### src/rtl/anyedge_evt_pkg.sv
// Shared types and helpers for the any-edge event responder: edge-mode selection,
// edge qualification and the DELAY/CNT_W legality rule used at elaboration.
package anyedge_evt_pkg;

    typedef enum logic [1:0] {
        EDGE_RISE = 2'd0,
        EDGE_FALL = 2'd1,
        EDGE_ANY  = 2'd2
    } edge_mode_e;

    function automatic logic edge_hit(edge_mode_e mode, logic prev, logic cur);
        case (mode)
            EDGE_RISE: return !prev && cur;
            EDGE_FALL: return prev && !cur;
            default:   return prev != cur;
        endcase
    endfunction

    // The wrap-safe equality compare on due stamps only holds while DELAY < 2**CNT_W.
    function automatic bit delay_legal(int delay, int cnt_w);
        return (delay >= 1) && (cnt_w >= 1) && (cnt_w < 32) &&
               ((64'd1 << cnt_w) > 64'(delay));
    endfunction

    function automatic bit is_pow2(int n);
        return (n >= 2) && ((n & (n - 1)) == 0);
    endfunction

endpackage

### src/rtl/evt_due_fifo.sv
// Synchronous FIFO of due timestamps; a push is accepted while full when a pop
// happens in the same cycle, so the occupancy stays at DEPTH.
module evt_due_fifo #(
    parameter int  DEPTH = 4,
    parameter type ts_t  = logic [7:0],
    localparam int AW    = $clog2(DEPTH)
) (
    input  logic        clk,
    input  logic        rst,
    input  logic        push,
    input  logic        pop,
    input  ts_t         din,
    output ts_t         head,
    output logic        full,
    output logic        empty,
    output logic [AW:0] count
);

    ts_t           mem [DEPTH];
    logic [AW-1:0] wr_ptr;
    logic [AW-1:0] rd_ptr;
    logic          do_push;
    logic          do_pop;

    assign empty   = (count == '0);
    assign full    = (count == (AW+1)'(DEPTH));
    assign do_pop  = pop && !empty;
    assign do_push = push && (!full || do_pop);
    assign head    = mem[rd_ptr];

    always_ff @(posedge clk) begin
        if (rst) begin
            wr_ptr <= '0;
            rd_ptr <= '0;
            count  <= '0;
        end else begin
            if (do_push) wr_ptr <= wr_ptr + 1'b1;
            if (do_pop)  rd_ptr <= rd_ptr + 1'b1;
            case ({do_push, do_pop})
                2'b10:   count <= count + 1'b1;
                2'b01:   count <= count - 1'b1;
                default: count <= count;
            endcase
        end
    end

    // NOTE: storage is left unreset; entries are only ever read below count, so
    // stale contents are harmless and the array can map onto plain RAM/flops.
    always_ff @(posedge clk) begin
        if (do_push) mem[wr_ptr] <= din;
    end

endmodule

### src/rtl/anyedge_event_responder.sv
// Detects qualified edges on sig_i and emits a one-cycle evt_o exactly DELAY clocks
// later; outstanding responses are held in order as due timestamps in a small FIFO.
module anyedge_event_responder
    import anyedge_evt_pkg::*;
#(
    parameter int         DELAY     = 100,
    parameter int         DEPTH     = 4,
    parameter int         CNT_W     = 8,
    parameter edge_mode_e EDGE_MODE = EDGE_ANY,
    localparam int        PW        = $clog2(DEPTH) + 1
) (
    input  logic          clk,
    input  logic          rst,
    input  logic          sig_i,
    output logic          evt_o,
    output logic [PW-1:0] pending_o,
    output logic          full_o,
    output logic          ovf_o
);

    typedef logic [CNT_W-1:0] ts_t;
    localparam ts_t DELAY_TS = ts_t'(DELAY);

    if (!delay_legal(DELAY, CNT_W)) begin : g_bad_delay
        $error("anyedge_event_responder: DELAY must be in 1..2**CNT_W-1");
    end
    if (!is_pow2(DEPTH)) begin : g_bad_depth
        $error("anyedge_event_responder: DEPTH must be a power of 2, >= 2");
    end

    logic sig_q;
    ts_t  now;
    ts_t  head;
    logic edge_seen;
    logic fire;
    logic empty;
    logic full;

    assign edge_seen = edge_hit(EDGE_MODE, sig_q, sig_i);
    // Stamps enter in monotone order, so only the oldest one can be due now.
    assign fire      = !empty && (head == now);
    assign full_o    = full;

    evt_due_fifo #(
        .DEPTH (DEPTH),
        .ts_t  (ts_t)
    ) u_fifo (
        .clk   (clk),
        .rst   (rst),
        .push  (edge_seen),
        .pop   (fire),
        .din   (now + DELAY_TS),
        .head  (head),
        .full  (full),
        .empty (empty),
        .count (pending_o)
    );

    // NOTE: all state here is updated with non-blocking assignments so every
    // register samples the pre-edge values of the others, as the hardware does.
    always_ff @(posedge clk) begin
        if (rst) begin
            sig_q <= sig_i;
            now   <= '0;
            evt_o <= 1'b0;
            ovf_o <= 1'b0;
        end else begin
            sig_q <= sig_i;
            now   <= now + 1'b1;
            evt_o <= fire;
            if (edge_seen && full && !fire) ovf_o <= 1'b1;
        end
    end

endmodule
### config.mk
export PLATFORM = sky130hd
export DESIGN_NAME = anyedge_event_responder
export DESIGN_NICKNAME = d
export VERILOG_FILES = /design/src/rtl/anyedge_evt_pkg.sv /design/src/rtl/evt_due_fifo.sv /design/src/rtl/anyedge_event_responder.sv
export SDC_FILE = /design/constraint.sdc
export NUM_CORES = 1
export LEC_CHECK = 0
export ABC_AREA = 0
export CAP_MARGIN = 20
export CORE_ASPECT_RATIO = 1.1
export CORE_MARGIN = 3
export CORE_UTILIZATION = 53
export DETAILED_ROUTE_END_ITERATION = 12
export PLACE_DENSITY = 0.71
export SLEW_MARGIN = 20
export SYNTH_ARGS = -nofsm -noshare
export SYNTH_HDL_FRONTEND = slang
export SYNTH_HIERARCHICAL = 1
export SYNTH_SLANG_ARGS = --single-unit
### constraint.sdc
create_clock -name clk -period 3.5 [get_ports clk]
set_input_delay 0.7 -clock clk [delete_from_list [all_inputs] [get_ports clk]]
set_output_delay 0.7 -clock clk [all_outputs]
set_load 0.1 [all_outputs]
### After elaboration in Yosys (flattened, before gate mapping)

Memories as Yosys holds them, arrays and structs flattened. A register that Yosys moved wholly into a read port is not among the register bits.
Index checks and enable logic that the tools add are counted.

| word-level totals | value |
|---|---|
| output and inout port bits | 6 |
| logic and storage cells | 35 |
| memories kept | 1 |
| RAM bits | 32 |
| register bits after elaboration | 18 |
| input port bits | 3 |
| ROM bits | 0 |
| bits in latches | 0 |

Memories:

| name | depth | bits a word | rd ports | clocked after memory_dff | wr ports | line | source |
|---|---|---|---|---|---|---|---|
| u_fifo.mem | 4 | 8 | 1 | 1 | 1 | evt_due_fifo.sv:19 | `ts_t mem [DEPTH];` |

| operators by class | value |
|---|---|
| multipliers | 0 |
| equality and inequality tests | 5 |
| magnitude comparators | 0 |
| shift-type cells | 0 |
| muxes and demuxes | 5 |
| bitwise logic cells | 0 |
| add/subtract/negate cells | 6 |
| reduce and logical (&&, ||, !) cells | 11 |
| divide/modulo/power cells | 0 |

Operator list:

| kind | number |
|---|---|
| 8-bit by 1-bit adder with 8-bit output, second input constant | 1 |
| 8-bit by 7-bit adder with 8-bit output, second input constant | 1 |
| 8-bit equality test | 1 |
| 3-bit case mux with 2 select lines | 1 |
| 1-bit logical AND | 5 |
| 2-bit by 1-bit adder with 2-bit output, second input constant | 2 |
| 2-bit 2-to-1 mux | 2 |
| 3-bit by 1-bit adder with 3-bit output, second input constant | 1 |
| 3-bit equality test, second input constant | 1 |
| 1-bit logical NOT | 3 |
| 3-bit logical NOT | 1 |
| 3-bit by 1-bit subtractor with 3-bit output, second input constant | 1 |
| 2-bit by 1-bit equality test with 1-bit output, second input constant | 1 |
| 2-bit equality test, second input constant | 1 |
| 1-bit 2-to-1 mux | 2 |
| 2-bit nonzero test | 1 |
| 1-bit logical OR | 1 |
| 1-bit inequality test | 1 |

### Longest topological paths before layout

Gate-level depths: netlist of run 1.

| logic depth | value |
|---|---|
| depth in word-level cells | 8 |
| mapped depth | 15 |
| mapped depth without buffers | 14 |

### By module

Netlist of run 1, hierarchy kept.

By module, submodules not included:

| module | area an instance (µm²) | cells each | seq. area each (µm²) | instances |
|---|---|---|---|---|
| evt_due_fifo | 1,645.3 | 96 | 1,141.1 | 1 |
| anyedge_event_responder | 576.8 | 64 | 220.2 | 1 |

### Worst setup path after synthesis of run 1

Ideal clock, no wire load.

| timing | value |
|---|---|
| path type | register -> register |
| from | reg u_fifo.count[2] |
| to | reg u_fifo.count[2] |
| stages on the path, launching flop included | 10 |
| setup slack | -0.628 ns |
| buffers on the path | 0 |
| data arrival time | 4.057 ns |
| period minus slack after synthesis | 4.128 ns |
| required time | 3.430 ns |
| cells stage by stage | dfxtp_1 -> nor3b_2 -> a21boi_2 -> inv_1 -> ha_1 -> inv_1 -> fa_1 -> xor2_1 -> or3_2 -> a21oi_1 |

RTL lines:

| item | line | source |
|---|---|---|
| from (decl) | evt_due_fifo.sv:16 | `output logic [AW:0] count` |
| from (signal assigned) | evt_due_fifo.sv:40 | `2'b10: count <= count + 1'b1;` |
| from (signal assigned) | evt_due_fifo.sv:41 | `2'b01: count <= count - 1'b1;` |
| from (signal assigned) | evt_due_fifo.sv:42 | `default: count <= count;` |
| 3-bit equality test (*) | evt_due_fifo.sv:26 | `assign full = (count == (AW+1)'(DEPTH));` |
| net full_o | anyedge_event_responder.sv:17 | `output logic full_o,` |
| 1-bit logical NOT (*) | evt_due_fifo.sv:28 | `assign do_push = push && (!full \|\| do_pop);` |
| 1-bit logical OR (*) | evt_due_fifo.sv:28 |  |
| 1-bit logical AND (*) | evt_due_fifo.sv:28 |  |
| 2-bit by 1-bit equality test with 1-bit output / 2-bit equality test (equally long branches) | evt_due_fifo.sv:39 | `case ({do_push, do_pop})` |
| 3-bit case mux with 2 select lines / 2-bit nonzero test (equally long branches) | -- |  |

The timed path passes the listed nets; every way through them passes the cells marked *.
A chain may end at the register's enable or synchronous reset.

==> flow_summary.json, run 1 <==
{
  "grt_max_degree": 21,
  "crit_arrival_ps": 3590,
  "synth_compound_area_frac": 0.0321,
  "drt_iter0_markers": 93,
  "grt_pass1_vias": 1221,
  "cellLeakagePower_nw": 0.906,
  "synth_seq_cells": 52,
  "rows": 24,
  "overflow": 0,
  "dieArea_um2": 5010,
  "worst_pin_slew_ps": 975,
  "cts_buffers": 5,
  "ioPinCount": 9,
  "synthXorXnorAreaFrac": 0.0861,
  "power_mw": 1.23,
  "port-buffer-count": 8,
  "drtAntennaViolNets": 0,
  "seq_area_frac_synth": 0.613,
  "synth.avg_cell_area_um2": 13.9,
  "clock_path_buffers": 2,
  "max_freq_mhz": 297,
  "min_from": "u_fifo/rd_ptr[1]",
  "final_common_cell": "edfxtp_1",
  "fin_util": 0.638,
  "root_buffer": "clkbuf_8",
  "synth-simple-area-share": 0.0946,
  "h-tree-depth": 2,
  "synth_area_um2": 2220,
  "hold-path-endpoint": "u_fifo/rd_ptr[1]",
  "finalWorstSetupSlack_ps": 127,
  "synthCells": 160,
  "holdCritPathClass": "reg2reg",
  "drt-total-wl_um": 3670,
  "maxCapViolCount": 0,
  "yosysTopAreaCell": "edfxtp_1",
  "dp_slack_ps": -8.68,
  "synthAdderAreaFrac": 0.0484,
  "ys_warn_count": 6,
  "synth_nets": 171,
  "fin_nets": 188,
  "num_vias": 1242,
  "crit_path_end_kind": "flip-flop",
  "grt_use_total": 0.165,
  "setup_viol": 0,
  "first_pass_iters": 4,
  "synth_top_area_share": 0.432,
  "finalHoldViolations": 0,
  "synth_area_leaders": "edfxtp_1, dfxtp_1, mux4_2",
  "clk_pin_slew_ps": 80,
  "cts_tree": "yes",
  "grt_pass1_wl_um": 5920,
  "finalCriticalPeriod_ps": 3370,
  "status": "finished clean",
  "antenna_found_initial": 0,
  "ys_types": 33,
  "die_x_um": 67.7,
  "worstSetupStartpointType": "flip-flop",
  "relSlewSlack": 0.348,
  "antenna_cells": 0,
  "drt-wirelength-per-cell_um": 15.9,
  "ff2ff_setup_slack_ps": 130,
  "crit_type": "reg2reg",
  "fin_crit_sh": 0.964,
  "start_util": 0.556,
  "drc": 0,
  "powerDensity_nw_per_um2": 481,
  "die_h_um": 73.9,
  "synth_top_family_by_area": "simple AND/OR/NAND/NOR gates",
  "clock_sinks": 52,
  "core_area_um2": 3990,
  "final_cell_mix": "edfxtp_1, dfxtp_1, nor2_1",
  "worstReg2RegEnd": "u_fifo/count[2]",
  "crit_required_ps": 3720,
  "clock_skew_ps": 10.3,
  "crit_fanout": 3,
  "holdPathStages": 2,
  "synthMuxAreaShare": 0.0923,
  "synthToLayoutAreaGrowth_pct": 14.7,
  "cts_hold_buf": 0,
  "clock_latency_ps": 300,
  "dp_hpwl_um": 2540,
  "gp_congestion": 0.797,
  "reg2reg_depth": 14,
  "slew_viol_final": 0,
  "viasPerCell": 5.40,
  "drive_gt1_frac": 0.264,
  "peakVddDrop_v": 0.000239
}
[critical path, stage by stage, from the launching register on]
cell	delay (ps)
dfxtp_2	360
buf_6	110
mux4_2	530
xnor2_2	190
nand4_1	130
or4_4	570
inv_4	80
o31ai_2	70
inv_1	70
ha_2	180
inv_1	50
fa_2	330
xor2_1	160
or3_4	330
a21oi_2	130
[repair_timing]
action,in CTS,in global routing
buffers inserted,0,5
gates resized for setup,6,6
pin swaps,0,4
setup endpoints to repair,1,1
hold endpoints to repair,0,0
[cells in the mapped netlist]
cell,number
a21boi_2,1
a21oi_1,6
and2_2,4
buf_1,1
buf_2,2
buf_6,1
clkbuf_1,2
clkbuf_2,1
dfxtp_1,20
edfxtp_1,32
fa_1,1
ha_1,7
inv_1,10
mux2_4,1
mux2i_1,1
mux4_2,8
nand2_1,5
nand2b_1,2
nand3_1,3
nand4_1,2
nor2_1,16
nor2b_1,1
nor3_1,2
nor3b_2,1
o21a_1,1
o21ai_0,3
o31ai_1,1
or3_1,1
or3_2,2
or4_4,1
xnor2_1,8
xnor2_2,1
xor2_1,12
[layout make-up]
class                      instances  area [um^2]
clock inverter                     2         35.0
multi-input combinational         91          825
clock buffer                       6         72.6
sequential                        52         1360
fill                             288         1450
inverter                          10         40.0
timing repair buffer              17          148
tap                               52         65.1
[logic make-up (layout without fill, tap and decap cells)]
family                     after synthesis  count (layout)
xor gates and xnor gates                21              21
adders and majority gates                8               8
muxes                                   10              10
AOI/OAI and AO/OA                       12              12
DFF                                     52              52
buffers and inverters                   17              35
and+or+nand+nor                         40              40
[sequential cells by signal, indices dropped and copies added, names as in the netlist, named ones only]
| signal | count |
|---|---|
| ovf_o | 1 |
| now | 8 |
| evt_o | 1 |
| sig_q | 1 |
| u_fifo/count | 3 |
| u_fifo/wr_ptr | 2 |
| u_fifo/rd_ptr | 2 |
| u_fifo/mem | 32 |
[per-stage QoR]
step                hold slack [ps]  area (um^2)  setup TNS (ps)  std cells
finish                          515         2550               0        230
global route                    533         2550           -4.59        230
CTS                             506         2490               0        225
detailed placement              486         2360           -8.68        217
global placement                474         2360               0        217
floorplan                       459         2230               0        160
[routing by layer]
layer | global-route usage | routed length (um) | part of all wire
met5 | 0 | 0 | 0
met4 | 0.0608 | 52 | 0.014
met3 | 0.0413 | 91 | 0.025
met2 | 0.274 | 1910 | 0.52
met1 | 0.210 | 1610 | 0.44
[power by group]
part | leakage [nW] | internal (mW) | switching (mW)
Sequential | 0.439 | 0.682 | 0.0226
Combinational | 0.413 | 0.0481 | 0.0830
Clock | 0.0552 | 0.212 | 0.179
[worst max-delay path by stage]
| stage | start | endpoint | slack (ps) | cells past startpoint |
|---|---|---|---|---|
| 2_1_floorplan | flip-flop | u_fifo/count[2] | 110 | 14 |
| 3_3_place_gp | flip-flop | u_fifo/count[2] | 90 | 14 |
| 3_5_place_dp | flip-flop | u_fifo/count[2] | -9 | 14 |
| 4_1_cts | flip-flop | u_fifo/count[2] | 2 | 14 |
| 5_1_grt | flip-flop | u_fifo/count[2] | -5 | 14 |
| 6_report | flip-flop | u_fifo/count[2] | 130 | 14 |
Note: power is estimated with default switching activity, not from simulation.
==> run 2, diff against run 1 <==
--- a/config.mk
+++ b/config.mk
@@ -10,6 +10,7 @@
 export CORE_ASPECT_RATIO = 1.1
 export CORE_MARGIN = 3
 export CORE_UTILIZATION = 53
+export CTS_BUF_LIST = sky130_fd_sc_hd__clkbuf_16
 export DETAILED_ROUTE_END_ITERATION = 12
 export PLACE_DENSITY = 0.71
 export SLEW_MARGIN = 20
==> run 2 against run 1 <==
  * Design area up 2.2%
  * Fmax down 2.0%
  * Critical endpoint unchanged
  * Critical path type unchanged
  * Wire length up 0.85%
  * Die area unchanged
  * Register-to-register slack worse by 70 ps
  * Final cell count unchanged
  * Largest cell class unchanged
  * Clock skew down 3.5 ps
  * Combinational power about the same
==> flow_summary.json, run 2 (synthesis gave the netlist of run 1 again) <==
{
  "cp_top_family": "simple AND/OR/NAND/NOR gates",
  "fin_tns_setup_ps": 0,
  "worstReg2RegEnd": "u_fifo/count[2]",
  "root_buffer": "clkbuf_16",
  "cts_tree": "yes",
  "drive_gt1_frac": 0.264,
  "hold_slack_ps": 510,
  "peakVddDrop_v": 0.000246,
  "min_from": "u_fifo/rd_ptr[1]",
  "powerDensity_nw_per_um2": 526,
  "overflow": 0,
  "finalCriticalPeriod_ps": 3440,
  "final_common_cell": "edfxtp_1",
  "slew_viol_final": 0,
  "status": "finished clean",
  "ioPinCount": 9,
  "fin_crit_sh": 0.984,
  "reg2reg_depth": 15,
  "worst_pin_slew_ps": 975,
  "ff2ff_setup_slack_ps": 60,
  "hold-path-endpoint": "u_fifo/rd_ptr[1]",
  "antenna_found_initial": 0,
  "clock_skew_ps": 6.77,
  "num_vias": 1231,
  "cts_hold_buf": 0,
  "largest_reg_flops": 32,
  "finalWorstSetupSlack_ps": 57.0,
  "setup_viol": 0,
  "die_x_um": 67.7,
  "power_mw": 1.37,
  "holdPathStages": 2,
  "port-buffer-count": 8,
  "relSlewSlack": 0.348,
  "largest_registers": "u_fifo/mem x32, now x8, u_fifo/count x3",
  "rsz0062_at_grt": "true",
  "cp_common_cell": "inv_1",
  "gp_congestion": 0.797,
  "top_register": "u_fifo/mem",
  "crit_arrival_ps": 3650,
  "clock_latency_ps": 290,
  "drc": 0,
  "drt_iter0_markers": 137,
  "holdCritPathClass": "reg2reg",
  "drt-total-wl_um": 3700,
  "dp_hpwl_um": 2540,
  "path_cells": "buf_6 -> buf_4 -> mux4_2 -> xnor2_1 -> nand4_1 -> or4_4 -> inv_4 -> o31ai_2 -> inv_1 -> ha_2 -> inv_1 -> fa_2 -> xor2_1 -> or3_4 -> a21oi_2",
  "crit_fanout": 5,
  "slowest_stage": "or4_4",
  "dp_slack_ps": -8.68,
  "viasPerCell": 5.35,
  "grt_max_degree": 21,
  "antenna_cells": 0,
  "worstSetupStartpointType": "flip-flop",
  "h-tree-depth": 2,
  "instances_no_fill": 230,
  "dieArea_um2": 5010,
  "start_util": 0.556,
  "grt_pass1_vias": 1214,
  "cts_buffers": 5,
  "crit_required_ps": 3710,
  "cellLeakagePower_nw": 0.936,
  "grt_pass1_wl_um": 6010,
  "die_h_um": 73.9,
  "crit_type": "reg2reg",
  "synthToLayoutAreaGrowth_pct": 17.2,
  "place_inst": 217,
  "maxCapViolCount": 0,
  "core_area_um2": 3990,
  "fin_nets": 188,
  "drt-wirelength-per-cell_um": 16.1,
  "drtAntennaViolNets": 0,
  "critPathMaxStageDelay_ps": 570,
  "first_pass_iters": 4,
  "grt_use_total": 0.172,
  "crit_path_end_kind": "flip-flop",
  "final_cell_mix": "edfxtp_1, dfxtp_1, nor2_1",
  "finalHoldViolations": 0,
  "clock_sinks": 52,
  "critPathBufInv": 5,
  "clock_path_buffers": 2,
  "clk_pin_slew_ps": 60,
  "max_freq_mhz": 290,
  "rows": 24
}
run 2: how the worst max path moves through the flow:
stage,startpoint,endpoint,slack [ps],cells past startpoint
2_1_floorplan,flip-flop,u_fifo/count[2],110,14
6_report,flip-flop,u_fifo/count[2],60,15
3_5_place_dp,flip-flop,u_fifo/count[2],-9,14
3_3_place_gp,flip-flop,u_fifo/count[2],90,14
4_1_cts,flip-flop,u_fifo/count[2],3,14
5_1_grt,flip-flop,u_fifo/count[2],-70,15
run 2: metal layers:
metal | vias to the layer above | part of all wire | GRT usage
li1 | 592 | - | -
met2 | 22 | 0.52 | 0.282
met5 | - | 0 | 0
met4 | 0 | 0.026 | 0.0833
met3 | 9 | 0.037 | 0.0367
met1 | 608 | 0.42 | 0.214
run 2: where the power goes:
group          total [mW]  leakage, nW  switching (mW)  internal (mW)
combinational       0.132        0.413          0.0834         0.0481
sequential          0.705        0.439          0.0226          0.682
clock               0.533       0.0850           0.200          0.333
total                1.37        0.936           0.306           1.06
run 2: area by class of cell:
cell class	instances	area (um^2)
clock inverter	3	38.8
inverter	10	40.0
fill	281	1390
tap	52	65.1
timing repair buffer	17	148
sequential	52	1360
multi-input combinational	91	825
clock buffer	5	125
run 2: worst reg2reg max path: cells and delay by family, from the launching register on:
family	cells	cell delay, ps
and+or+nand+nor	3	1030
adders and majority gates	2	510
muxes	1	500
buffers and inverters	5	430
DFF	1	350
xor gates and xnor gates	2	330
AOI/OAI and AO/OA	2	200
run 2: per-stage QoR:
stage	area [um^2]	util
6_report	2610	0.652
5_1_grt	2610	0.652
4_1_cts	2560	0.640
3_5_place_dp	2360	0.591
3_3_place_gp	2360	0.591
2_1_floorplan	2230	-
run 2: repair_timing:
item | CTS | global route
pin swaps | 0 | 4
resized for setup | 6 | 6
setup endpoints to repair | 1 | 1
setup buffers | 1 | 4
==> run 3, diff against run 2 <==
--- a/config.mk
+++ b/config.mk
@@ -7,12 +7,13 @@
 export LEC_CHECK = 0
 export ABC_AREA = 0
 export CAP_MARGIN = 20
-export CORE_ASPECT_RATIO = 1.1
-export CORE_MARGIN = 3
+export CORE_ASPECT_RATIO = 1.5
+export CORE_MARGIN = 2
 export CORE_UTILIZATION = 53
 export CTS_BUF_LIST = sky130_fd_sc_hd__clkbuf_16
 export DETAILED_ROUTE_END_ITERATION = 12
 export PLACE_DENSITY = 0.71
+export SKIP_CTS_REPAIR_TIMING = 1
 export SLEW_MARGIN = 20
 export SYNTH_ARGS = -nofsm -noshare
 export SYNTH_HDL_FRONTEND = slang
==> run 3 against run 2 <==
  * Combinational power grew 6%
  * Critical path type unchanged
  * Clock-buffer cell count is the same
  * Sequential share of layout area shrank 0.38 points
  * Critical endpoint unchanged
  * Die area shrank 5.4%
  * Register-to-register slack lost 40 ps
  * Largest cell class unchanged
  * Wire length grew 8.7%
  * Largest power group unchanged
==> flow_summary.json, run 3 (synthesis gave the netlist of run 1 again) <==
{
  "drc": 0,
  "start_util": 0.556,
  "finalHoldViolations": 0,
  "core_area_um2": 3990,
  "clock_latency_ps": 290,
  "num_vias": 1241,
  "p_comb_frac": 0.101,
  "ff2ff_setup_slack_ps": 20,
  "synthToLayoutAreaGrowth_pct": 18.2,
  "p_sw_uw": 314,
  "place_inst": 208,
  "holdCritPathClass": "reg2reg",
  "largest_reg_flops": 32,
  "fin_nets": 187,
  "ioPinCount": 9,
  "max_freq_mhz": 287,
  "cp-endpoint": "u_fifo/count[2]",
  "drt-total-wl_um": 4020,
  "antenna_cells": 0,
  "antenna_found_initial": 0,
  "clock_sinks": 52,
  "rsz0062_at_grt": "true",
  "status": "finished clean",
  "grt_use_total": 0.188,
  "final_common_cell": "edfxtp_1",
  "crit_path_end_kind": "flip-flop",
  "setup_viol": 0,
  "clock_path_buffers": 2,
  "crit_arrival_ps": 3690,
  "crit_type": "reg2reg",
  "relSlewSlack": 0.353,
  "grt_pass1_wl_um": 6630,
  "holdPathStages": 2,
  "power_mw": 1.38,
  "largest_registers": "u_fifo/mem x32, now x8, u_fifo/count x3",
  "first_pass_iters": 4,
  "drive_gt1_frac": 0.288,
  "clkPwrFrac": 0.387,
  "cellLeakagePower_nw": 0.939,
  "finalWorstSetupSlack_ps": 17.4,
  "port-buffer-count": 8,
  "die_x_um": 56.9,
  "reg2reg_depth": 14,
  "instances_no_fill": 222,
  "viasPerCell": 5.59,
  "cts_tree": "yes",
  "worstReg2RegEnd": "u_fifo/count[2]",
  "maxCapViolCount": 0,
  "dp_hpwl_um": 2730,
  "grt_max_degree": 21,
  "seqPwrFrac": 0.512,
  "gp_congestion": 0.739,
  "h-tree-depth": 2,
  "peakVddDrop_v": 0.000455,
  "rows": 28,
  "fin_crit_sh": 0.995,
  "worstSetupStartpointType": "flip-flop",
  "dp_slack_ps": -76.1,
  "clk_pin_slew_ps": 60,
  "slew_viol_final": 0,
  "root_buffer": "clkbuf_16",
  "drtAntennaViolNets": 0,
  "drt_iter0_markers": 48,
  "powerDensity_nw_per_um2": 526,
  "intPower_mw": 1.07,
  "overflow": 0,
  "final_cell_mix": "edfxtp_1, dfxtp_1, nor2_1",
  "min_from": "u_fifo/rd_ptr[1]",
  "crit_fanout": 8,
  "fillers": 316,
  "top_register": "u_fifo/mem",
  "drt-wirelength-per-cell_um": 18.1,
  "clock_skew_ps": 5.16,
  "finalCriticalPeriod_ps": 3480,
  "cts_buffers": 5,
  "dieArea_um2": 4740,
  "grt_pass1_vias": 1281,
  "die_h_um": 83.3,
  "switching_share": 0.227,
  "worst_pin_slew_ps": 967,
  "crit_required_ps": 3700
}
## run 3: cell count changes in the layout (fill, tap and decap cells not counted), sizes merged
cell and delta:
buf -1
## run 3: worst max-delay path: stages (launching register included)
cell     delay (ps)
dfxtp_2         340
buf_12          120
mux4_2          540
xnor2_2         170
nand4_1         150
or4_4           580
inv_4           100
o31ai_4          80
inv_1            80
ha_2            190
inv_2            50
fa_2            390
xor2_2          160
or3_4           330
a21oi_2         120
## run 3: through the flow
step	hold WS [ps]	cell area [um^2]	setup TNS (ps)	utilization
6_report	500	2630	0	0.658
5_1_grt	533	2630	-97.8	0.658
4_1_cts	501	2510	-115	0.629
3_5_place_dp	489	2350	-76.1	0.588
3_3_place_gp	475	2350	0	0.588
2_1_floorplan	459	2230	0	-
## run 3: how the worst min path moves through the flow
stage / end
global route: flip-flop
global placement: flip-flop
detailed placement: flip-flop
floorplan: flip-flop
finish: flip-flop
CTS: u_fifo/rd_ptr[1]
## run 3: power by group through the flow
stage | combinational [mW] | clock (mW) | sequential [mW]
floorplan | 0.0724 | 0 | 0.739
CTS | 0.134 | 0.544 | 0.705
global route | 0.153 | 0.562 | 0.712
finish | 0.140 | 0.534 | 0.708
global placement | 0.127 | 0 | 0.716
detailed placement | 0.132 | 0 | 0.719
## run 3: area by class of cell
cell class | instances | area [um^2] | share of cell area
clock buffers | 5 | 125 | 0.0476
clock inverters | 3 | 38.8 | 0.0148
inverters | 10 | 40.0 | 0.0152
repair buffers | 16 | 145 | 0.0553
well taps | 45 | 56.3 | 0.0214
multi-input cells | 91 | 856 | 0.326
flip-flops and latches | 52 | 1370 | 0.520
## run 3: layer usage
metal | track usage | share of wire | vias up
met3 | 0.0374 | 0.028 | 7
met5 | 0 | 0 | -
met1 | 0.235 | 0.39 | 616
met2 | 0.320 | 0.57 | 27
li1 | - | - | 591
met4 | 0.0698 | 0.018 | 0
